--- config.mk ---
export PLATFORM = sky130hd
export DESIGN_NAME = mat_mac_seq_flat
export DESIGN_NICKNAME = d
export VERILOG_FILES = /design/src/rtl/mat_mac_seq_if.sv /design/src/rtl/mat_mac_seq.sv /design/src/flat_wrapper.sv
export SDC_FILE = /design/constraint.sdc
export NUM_CORES = 2
export LEC_CHECK = 0
export ABC_CLOCK_PERIOD_IN_PS = 12450
export BUFFER_PORTS_ARGS = -buffer_cell sky130_fd_sc_hd__buf_2
export CAP_MARGIN = 20
export CORE_ASPECT_RATIO = 0.9
export CORE_MARGIN = 1
export CORE_UTILIZATION = 55
export CTS_BUF_LIST = sky130_fd_sc_hd__clkbuf_4 sky130_fd_sc_hd__clkbuf_8
export DETAILED_ROUTE_END_ITERATION = 8
export PLACE_DENSITY = 0.84
export SYNTH_ARGS = -nofsm -noshare
export SYNTH_HDL_FRONTEND = slang
export SYNTH_SLANG_ARGS = --single-unit
--- constraint.sdc ---
create_clock -name clk_i -period 12.45 [get_ports clk_i]
set_clock_uncertainty 0.15 [all_clocks]
set_input_delay 1.245 -clock clk_i [delete_from_list [all_inputs] [get_ports clk_i]]
set_output_delay 1.245 -clock clk_i [all_outputs]
set_load 0.01 [all_outputs]
--- src/rtl/mat_mac_seq_if.sv ---
//------------------------------------------------------------------------------
// Module  : mat_mac_seq_if
// Brief   : Operand/result valid-ready bundle for the mat_mac_seq matrix engine.
// Rev     : 1.0  initial release
//------------------------------------------------------------------------------
`default_nettype none

interface mat_mac_seq_if #(
    parameter int N     = 3,
    parameter int EW    = 8,
    parameter int ACC_W = 20
);
    logic                   valid_i;
    logic                   ready_o;
    logic [1:0]             opcode_i;
    logic [N*N*EW-1:0]      mat_a_i;
    logic [N*N*EW-1:0]      mat_b_i;
    logic                   valid_o;
    logic                   ready_i;
    logic [N*N*ACC_W-1:0]   result_o;
    logic                   sat_o;

    modport slave (
        input  valid_i, opcode_i, mat_a_i, mat_b_i, ready_i,
        output ready_o, valid_o, result_o, sat_o
    );

    modport master (
        output valid_i, opcode_i, mat_a_i, mat_b_i, ready_i,
        input  ready_o, valid_o, result_o, sat_o
    );
endinterface

`default_nettype wire

--- src/rtl/mat_mac_seq.sv ---
//------------------------------------------------------------------------------
// Module  : mat_mac_seq
// Brief   : Sequential N x N matrix ADD/SUB/MUL/MAC engine, one product per
//           cycle. Define MAT_MAC_SAT_EN for saturating arithmetic and sat_o.
// Rev     : 1.0  initial release
//------------------------------------------------------------------------------
`default_nettype none

module mat_mac_seq #(
    parameter int N     = 3,
    parameter int EW    = 8,
    parameter int ACC_W = 20
) (
    input  wire logic        clk_i,
    input  wire logic        rst_i,
    input  wire logic        clr_i,
    mat_mac_seq_if.slave     bus
);

`ifdef MAT_MAC_SAT_EN
    localparam bit c_sat_en = 1'b1;
`else
    localparam bit c_sat_en = 1'b0;
`endif

    localparam int c_ne = N * N;
    localparam int c_cw = $clog2(N);
    localparam int c_iw = $clog2(N * N);
    localparam logic [c_cw-1:0] c_last = c_cw'(N - 1);

    localparam logic [1:0] c_op_add = 2'b00;
    localparam logic [1:0] c_op_mul = 2'b10;

    typedef enum logic [1:0] {
        S_IDLE = 2'd0,
        S_EXEC = 2'd1,
        S_DONE = 2'd2
    } state_t;

    state_t             r_state;
    logic [EW-1:0]      r_a   [c_ne];
    logic [EW-1:0]      r_b   [c_ne];
    logic [ACC_W-1:0]   r_acc [c_ne];
    logic [1:0]         r_op;
    logic [ACC_W-1:0]   r_sum;
    logic [c_cw-1:0]    r_i;
    logic [c_cw-1:0]    r_j;
    logic [c_cw-1:0]    r_k;
    logic               r_valid;
    logic               r_sat;

    logic [ACC_W:0]     w_add    [c_ne];
    logic [ACC_W:0]     w_sub    [c_ne];
    logic [ACC_W-1:0]   w_ew_val [c_ne];
    logic [c_ne-1:0]    w_ew_clamp;

    logic [c_iw-1:0]    w_ik_idx;
    logic [c_iw-1:0]    w_kj_idx;
    logic [c_iw-1:0]    w_ij_idx;
    logic [2*EW-1:0]    w_prod;
    logic [ACC_W-1:0]   w_base;
    logic [ACC_W:0]     w_mac_full;
    logic               w_mac_clamp;
    logic [ACC_W-1:0]   w_mac_val;

    // Element-wise ADD/SUB datapath; the extra MSB is carry (ADD) or borrow (SUB).
    always_comb begin
        w_ew_clamp = '0;
        for (int e = 0; e < c_ne; e++) begin
            w_add[e] = (ACC_W+1)'(r_a[e]) + (ACC_W+1)'(r_b[e]);
            w_sub[e] = (ACC_W+1)'(r_a[e]) - (ACC_W+1)'(r_b[e]);
            if (r_op == c_op_add) begin
                w_ew_clamp[e] = c_sat_en && w_add[e][ACC_W];
                w_ew_val[e]   = w_ew_clamp[e] ? '1 : w_add[e][ACC_W-1:0];
            end else begin
                w_ew_clamp[e] = c_sat_en && w_sub[e][ACC_W];
                w_ew_val[e]   = w_ew_clamp[e] ? '0 : w_sub[e][ACC_W-1:0];
            end
        end
    end

    assign w_ik_idx = c_iw'(r_i) * c_iw'(N) + c_iw'(r_k);
    assign w_kj_idx = c_iw'(r_k) * c_iw'(N) + c_iw'(r_j);
    assign w_ij_idx = c_iw'(r_i) * c_iw'(N) + c_iw'(r_j);
    assign w_prod   = (2*EW)'(r_a[w_ik_idx]) * (2*EW)'(r_b[w_kj_idx]);

    // At k == 0 the running sum restarts: from zero for MUL, from R[i][j] for MAC.
    assign w_base      = (r_k != '0) ? r_sum :
                         ((r_op == c_op_mul) ? '0 : r_acc[w_ij_idx]);
    assign w_mac_full  = (ACC_W+1)'(w_base) + (ACC_W+1)'(w_prod);
    assign w_mac_clamp = c_sat_en && w_mac_full[ACC_W];
    assign w_mac_val   = w_mac_clamp ? '1 : w_mac_full[ACC_W-1:0];

    always_ff @(posedge clk_i or posedge rst_i) begin
        if (rst_i) begin
            r_state <= S_IDLE;
            r_op    <= '0;
            r_sum   <= '0;
            r_i     <= '0;
            r_j     <= '0;
            r_k     <= '0;
            r_valid <= 1'b0;
            r_sat   <= 1'b0;
            for (int e = 0; e < c_ne; e++) begin
                r_a[e]   <= '0;
                r_b[e]   <= '0;
                r_acc[e] <= '0;
            end
        end else begin
            case (r_state)
                S_IDLE: begin
                    if (clr_i) begin
                        r_sat <= 1'b0;
                        for (int e = 0; e < c_ne; e++) r_acc[e] <= '0;
                    end else if (bus.valid_i) begin
                        r_op  <= bus.opcode_i;
                        r_sat <= 1'b0;
                        r_i   <= '0;
                        r_j   <= '0;
                        r_k   <= '0;
                        for (int e = 0; e < c_ne; e++) begin
                            r_a[e] <= bus.mat_a_i[(c_ne-1-e)*EW +: EW];
                            r_b[e] <= bus.mat_b_i[(c_ne-1-e)*EW +: EW];
                        end
                        r_state <= S_EXEC;
                    end
                end
                S_EXEC: begin
                    if (!r_op[1]) begin
                        for (int e = 0; e < c_ne; e++) r_acc[e] <= w_ew_val[e];
                        if (|w_ew_clamp) r_sat <= 1'b1;
                        r_state <= S_DONE;
                    end else begin
                        if (w_mac_clamp) r_sat <= 1'b1;
                        if (r_k == c_last) begin
                            r_acc[w_ij_idx] <= w_mac_val;
                            r_k <= '0;
                            if (r_j == c_last) begin
                                r_j <= '0;
                                if (r_i == c_last) begin
                                    r_i     <= '0;
                                    r_state <= S_DONE;
                                end else begin
                                    r_i <= r_i + 1'b1;
                                end
                            end else begin
                                r_j <= r_j + 1'b1;
                            end
                        end else begin
                            r_sum <= w_mac_val;
                            r_k   <= r_k + 1'b1;
                        end
                    end
                end
                S_DONE: begin
                    // valid_o rises one cycle after entering DONE and holds until taken.
                    if (r_valid && bus.ready_i) begin
                        r_valid <= 1'b0;
                        r_state <= S_IDLE;
                    end else begin
                        r_valid <= 1'b1;
                    end
                end
                default: r_state <= S_IDLE;
            endcase
        end
    end

    assign bus.ready_o = (r_state == S_IDLE) && !clr_i;
    assign bus.valid_o = r_valid;
    assign bus.sat_o   = r_sat;

    for (genvar e = 0; e < c_ne; e++) begin : g_out
        assign bus.result_o[(c_ne-1-e)*ACC_W +: ACC_W] = r_acc[e];
    end

endmodule

`default_nettype wire

--- src/flat_wrapper.sv ---
// flat-port wrapper written by rule: the top's interface ports become plain ports
module mat_mac_seq_flat 
#(
    parameter int N     = 3,
    parameter int EW    = 8,
    parameter int ACC_W = 20
)
  (clk_i, rst_i, clr_i, bus_valid_i, bus_opcode_i, bus_mat_a_i, bus_mat_b_i, bus_ready_i, bus_ready_o, bus_valid_o, bus_result_o, bus_sat_o);
  mat_mac_seq_if #(.N(N), .EW(EW), .ACC_W(ACC_W)) bus_i ();
  input  wire logic clk_i;
  input  wire logic rst_i;
  input  wire logic clr_i;
  input wire logic [$bits(bus_i.valid_i)-1:0] bus_valid_i;
  input wire logic [$bits(bus_i.opcode_i)-1:0] bus_opcode_i;
  input wire logic [$bits(bus_i.mat_a_i)-1:0] bus_mat_a_i;
  input wire logic [$bits(bus_i.mat_b_i)-1:0] bus_mat_b_i;
  input wire logic [$bits(bus_i.ready_i)-1:0] bus_ready_i;
  output wire logic [$bits(bus_i.ready_o)-1:0] bus_ready_o;
  output wire logic [$bits(bus_i.valid_o)-1:0] bus_valid_o;
  output wire logic [$bits(bus_i.result_o)-1:0] bus_result_o;
  output wire logic [$bits(bus_i.sat_o)-1:0] bus_sat_o;
  assign bus_i.valid_i = bus_valid_i;
  assign bus_i.opcode_i = bus_opcode_i;
  assign bus_i.mat_a_i = bus_mat_a_i;
  assign bus_i.mat_b_i = bus_mat_b_i;
  assign bus_i.ready_i = bus_ready_i;
  assign bus_ready_o = bus_i.ready_o;
  assign bus_valid_o = bus_i.valid_o;
  assign bus_result_o = bus_i.result_o;
  assign bus_sat_o = bus_i.sat_o;
  mat_mac_seq #(.N(N), .EW(EW), .ACC_W(ACC_W)) u_core (.clk_i(clk_i), .rst_i(rst_i), .clr_i(clr_i), .bus(bus_i));
endmodule
==> flow_metrics.env <==
export IMPL_status="finished, final reports clean"
export IMPL_fill_cells=3711
export IMPL_finish_net_count=3319
export IMPL_synth_seq_cells=355
export IMPL_worstSkewPairLatency_ps=710
export IMPL_multi_input_area_um2=15300
export IMPL_final_cell_mix="dfrtp_1, buf_2, o21ai_0, inv_1, nand2_1"
export IMPL_yosys_warnings=0
export IMPL_cts_root_buf="clkbuf_8"
export IMPL_htreeDepth=2
export IMPL_seq_area_um2=8890
export IMPL_rows=74
export IMPL_drtPass1Iterations=9
export IMPL_synth_edf_count=0
export IMPL_dpl_worst_slack_ps=3550
export IMPL_grt_max_degree=120
export IMPL_path_clk_slew_ps=70
export IMPL_crit_path_start="u_core.r_k[1]$_DFFE_PP0P_"
export IMPL_die_width_um=230
export IMPL_cp_required_ps=12880
export IMPL_synth_fp_nets=3027
export IMPL_route_detailed_drc=0
export IMPL_period_minus_slack_ps=8920
export IMPL_fp_dieArea_um2=47600
export IMPL_tritoncts="built"
export IMPL_cp_arrival_ps=9350
export IMPL_core_area_um2=45700
export IMPL_crit_fanout=15
export IMPL_portBuffers=332
export IMPL_ys_seq_area_frac=0.346
export IMPL_antenna_found_initial=3
export IMPL_holdCritPathClass="reg -> reg"
export IMPL_area_delta_synth_final_pct=13.9
export IMPL_die_y_um=207
export IMPL_synth_cell_types=91
export IMPL_crit_type="reg -> reg"
export IMPL_slew_headroom=0.253
export IMPL_ant_nets=0
export IMPL_first_iter_violations=3189
export IMPL_layout_commonest_cell="dfrtp_1"
export IMPL_drv_slew=0
export IMPL_drive_above_1_share=0.244
export IMPL_end_kind="flop"
export IMPL_syn_area_um2=25700
export IMPL_cts_resized=0
export IMPL_postCtsSetupRepairBufs=0
export IMPL_synth_area_per_cell_um2=9.86
export IMPL_grt_ovfl_total=0
export IMPL_cts_hold_buffers=0
export IMPL_start_kind="flop"
export IMPL_ios=334
export IMPL_clk_path_buf_depth=3
export IMPL_wl_per_cell_um=27.0
export IMPL_tightest_slew_ps=1120
export IMPL_antennaDiodeCount=0
export IMPL_grt_usage=0.401
export IMPL_drt_vias_per_instance=6.56
export IMPL_finalCritPeriodShare=0.716
export IMPL_worstHoldStart="u_core.r_sum[14]$_DFFE_PP0P_"
export IMPL_finalHoldViolations=0
export IMPL_setup_viol=0
export IMPL_tns_ps=0
export IMPL_first_global_vias=22700
export IMPL_numCtsBuffers=58
export IMPL_place_gp_congestion=1.04
export IMPL_hpwl_um=73200
export IMPL_cap_violations=0
export IMPL_num_vias=23300
export IMPL_async_flop_share=1.00
export IMPL_grt_pass1_wl_um=143000
export IMPL_wl_um=95700
export IMPL_rr_startpoint="u_core.r_k[1]$_DFFE_PP0P_"
export IMPL_worst_slack_ps=3530
export IMPL_initial_core_util=0.562
export IMPL_synthCells=2606
export IMPL_rsz0062_at_grt="false"
export IMPL_cts_sinks=355
export IMPL_fmax_mhz=112
export IMPL_ys_flop_type="dfrtp_1"
registers in the layout, indices dropped and copies added, names as in the netlist:
name	cells
u_core.r_sum	20
u_core.r_op	2
u_core.r_state	2
u_core.bus.result_o	180
u_core.r_a	72
u_core.r_b	72
u_core.bus.valid_o	1
u_core.r_j	2
u_core.r_k	2
u_core.r_i	2
worst max-delay path, cell delays in order, from the launching register on:
cell and delay, ps:
dfrtp_1 450, inv_1 170, fa_1 590, inv_1 80, ha_1 210, fa_1 980
mux4_2 400, mux2i_1 340, nor2_1 90, a21oi_1 570, nor2_1 140, fa_1 530
fa_1 520, fa_1 490, inv_1 50, fa_1 470, inv_1 40, ha_1 320
o21a_1 200, o21a_1 170, o21ai_2 290, nor2_1 120, o31ai_2 870, o21ai_0 290
a22o_1 260
kinds of logic after synthesis:
family | count (synthesis) | share of synthesized area
adder cells (fa/ha/maj) | 270 | 0.152
AND/OR/NAND/NOR | 537 | 0.0983
buffers and inverters | 392 | 0.0596
XOR/XNOR | 72 | 0.0273
flip-flops | 355 | 0.346
other | 1 | 0.000146
multiplexers | 181 | 0.108
AO/OA/AOI/OAI | 798 | 0.209
path summary, 6_finish.rpt:
path,end,slack [ps],cells after the start
hold / removal,u_core.r_sum[14]$_DFFE_PP0P_,330,2
setup reg to reg,u_core.bus.result_o[73]$_DFFE_PP0P_,3530,24
hold reg to reg,u_core.r_sum[14]$_DFFE_PP0P_,330,2
min in group asynchronous,u_core.bus.result_o[52]$_DFFE_PP0P_,520,2
max in group asynchronous,u_core.r_b[48]$_DFFE_PP0P_,9240,4
setup / recovery,u_core.bus.result_o[73]$_DFFE_PP0P_,3530,24
metrics by stage:
stage          std cells  cell area, µm²  hold slack [ps]   util
6_report            3552           29300              332  0.640
3_5_place_dp        3441           27800              318  0.609
3_3_place_gp        3441           27800              308  0.609
5_1_grt             3552           29300              354  0.640
4_1_cts             3547           29200              333  0.639
2_1_floorplan       2606           25700              296      -
synth_stat cells, drive strengths merged, types with 9 or more instances:
library cell / count / area share
xor2: 26 / 0.010
a31oi: 12 / 0.0035
o221ai: 13 / 0.0044
nand2: 207 / 0.030
o22ai: 46 / 0.011
fa: 72 / 0.056
a211oi: 18 / 0.0071
o21bai: 23 / 0.0067
inv: 250 / 0.037
clkbuf: 98 / 0.014
or2: 20 / 0.0049
dfrtp: 355 / 0.35
nor2b: 23 / 0.0056
xnor2: 46 / 0.017
nand3b: 15 / 0.0044
mux2i: 27 / 0.011
nand3: 18 / 0.0035
a22o: 81 / 0.028
o21ai: 285 / 0.057
ha: 198 / 0.096
o31ai: 9 / 0.0030
nor3: 52 / 0.011
buf: 43 / 0.0085
a21oi: 153 / 0.030
nor4: 9 / 0.0029
a21o: 18 / 0.0053
mux2: 86 / 0.038
mux4: 68 / 0.060
a221o: 42 / 0.016
o22a: 18 / 0.0061
a22oi: 19 / 0.0057
nor2: 129 / 0.019
and2: 10 / 0.0024
o21ba: 9 / 0.0035
nand2b: 30 / 0.0074
layer usage:
layer  GRT usage  up-vias  share of wire
li1            -     9908              -
met1       0.552    11400           0.39
met2       0.587     1705           0.42
met3       0.110      299           0.13
met4       0.190        4          0.057
met5           0        -        0.00028
area by class of cell:
type / instances / area share
clock buffer: 88 / 0.0392
multi-input combinational: 1859 / 0.523
tap: 608 / 0.0260
timing repair buffer: 373 / 0.0675
clock inverter: 18 / 0.00821
inverter: 251 / 0.0325
sequential: 355 / 0.304
Power is left out: the tool's default activity adds up to more than one toggle a clock period on the data nets, which glitch-free logic cannot reach.
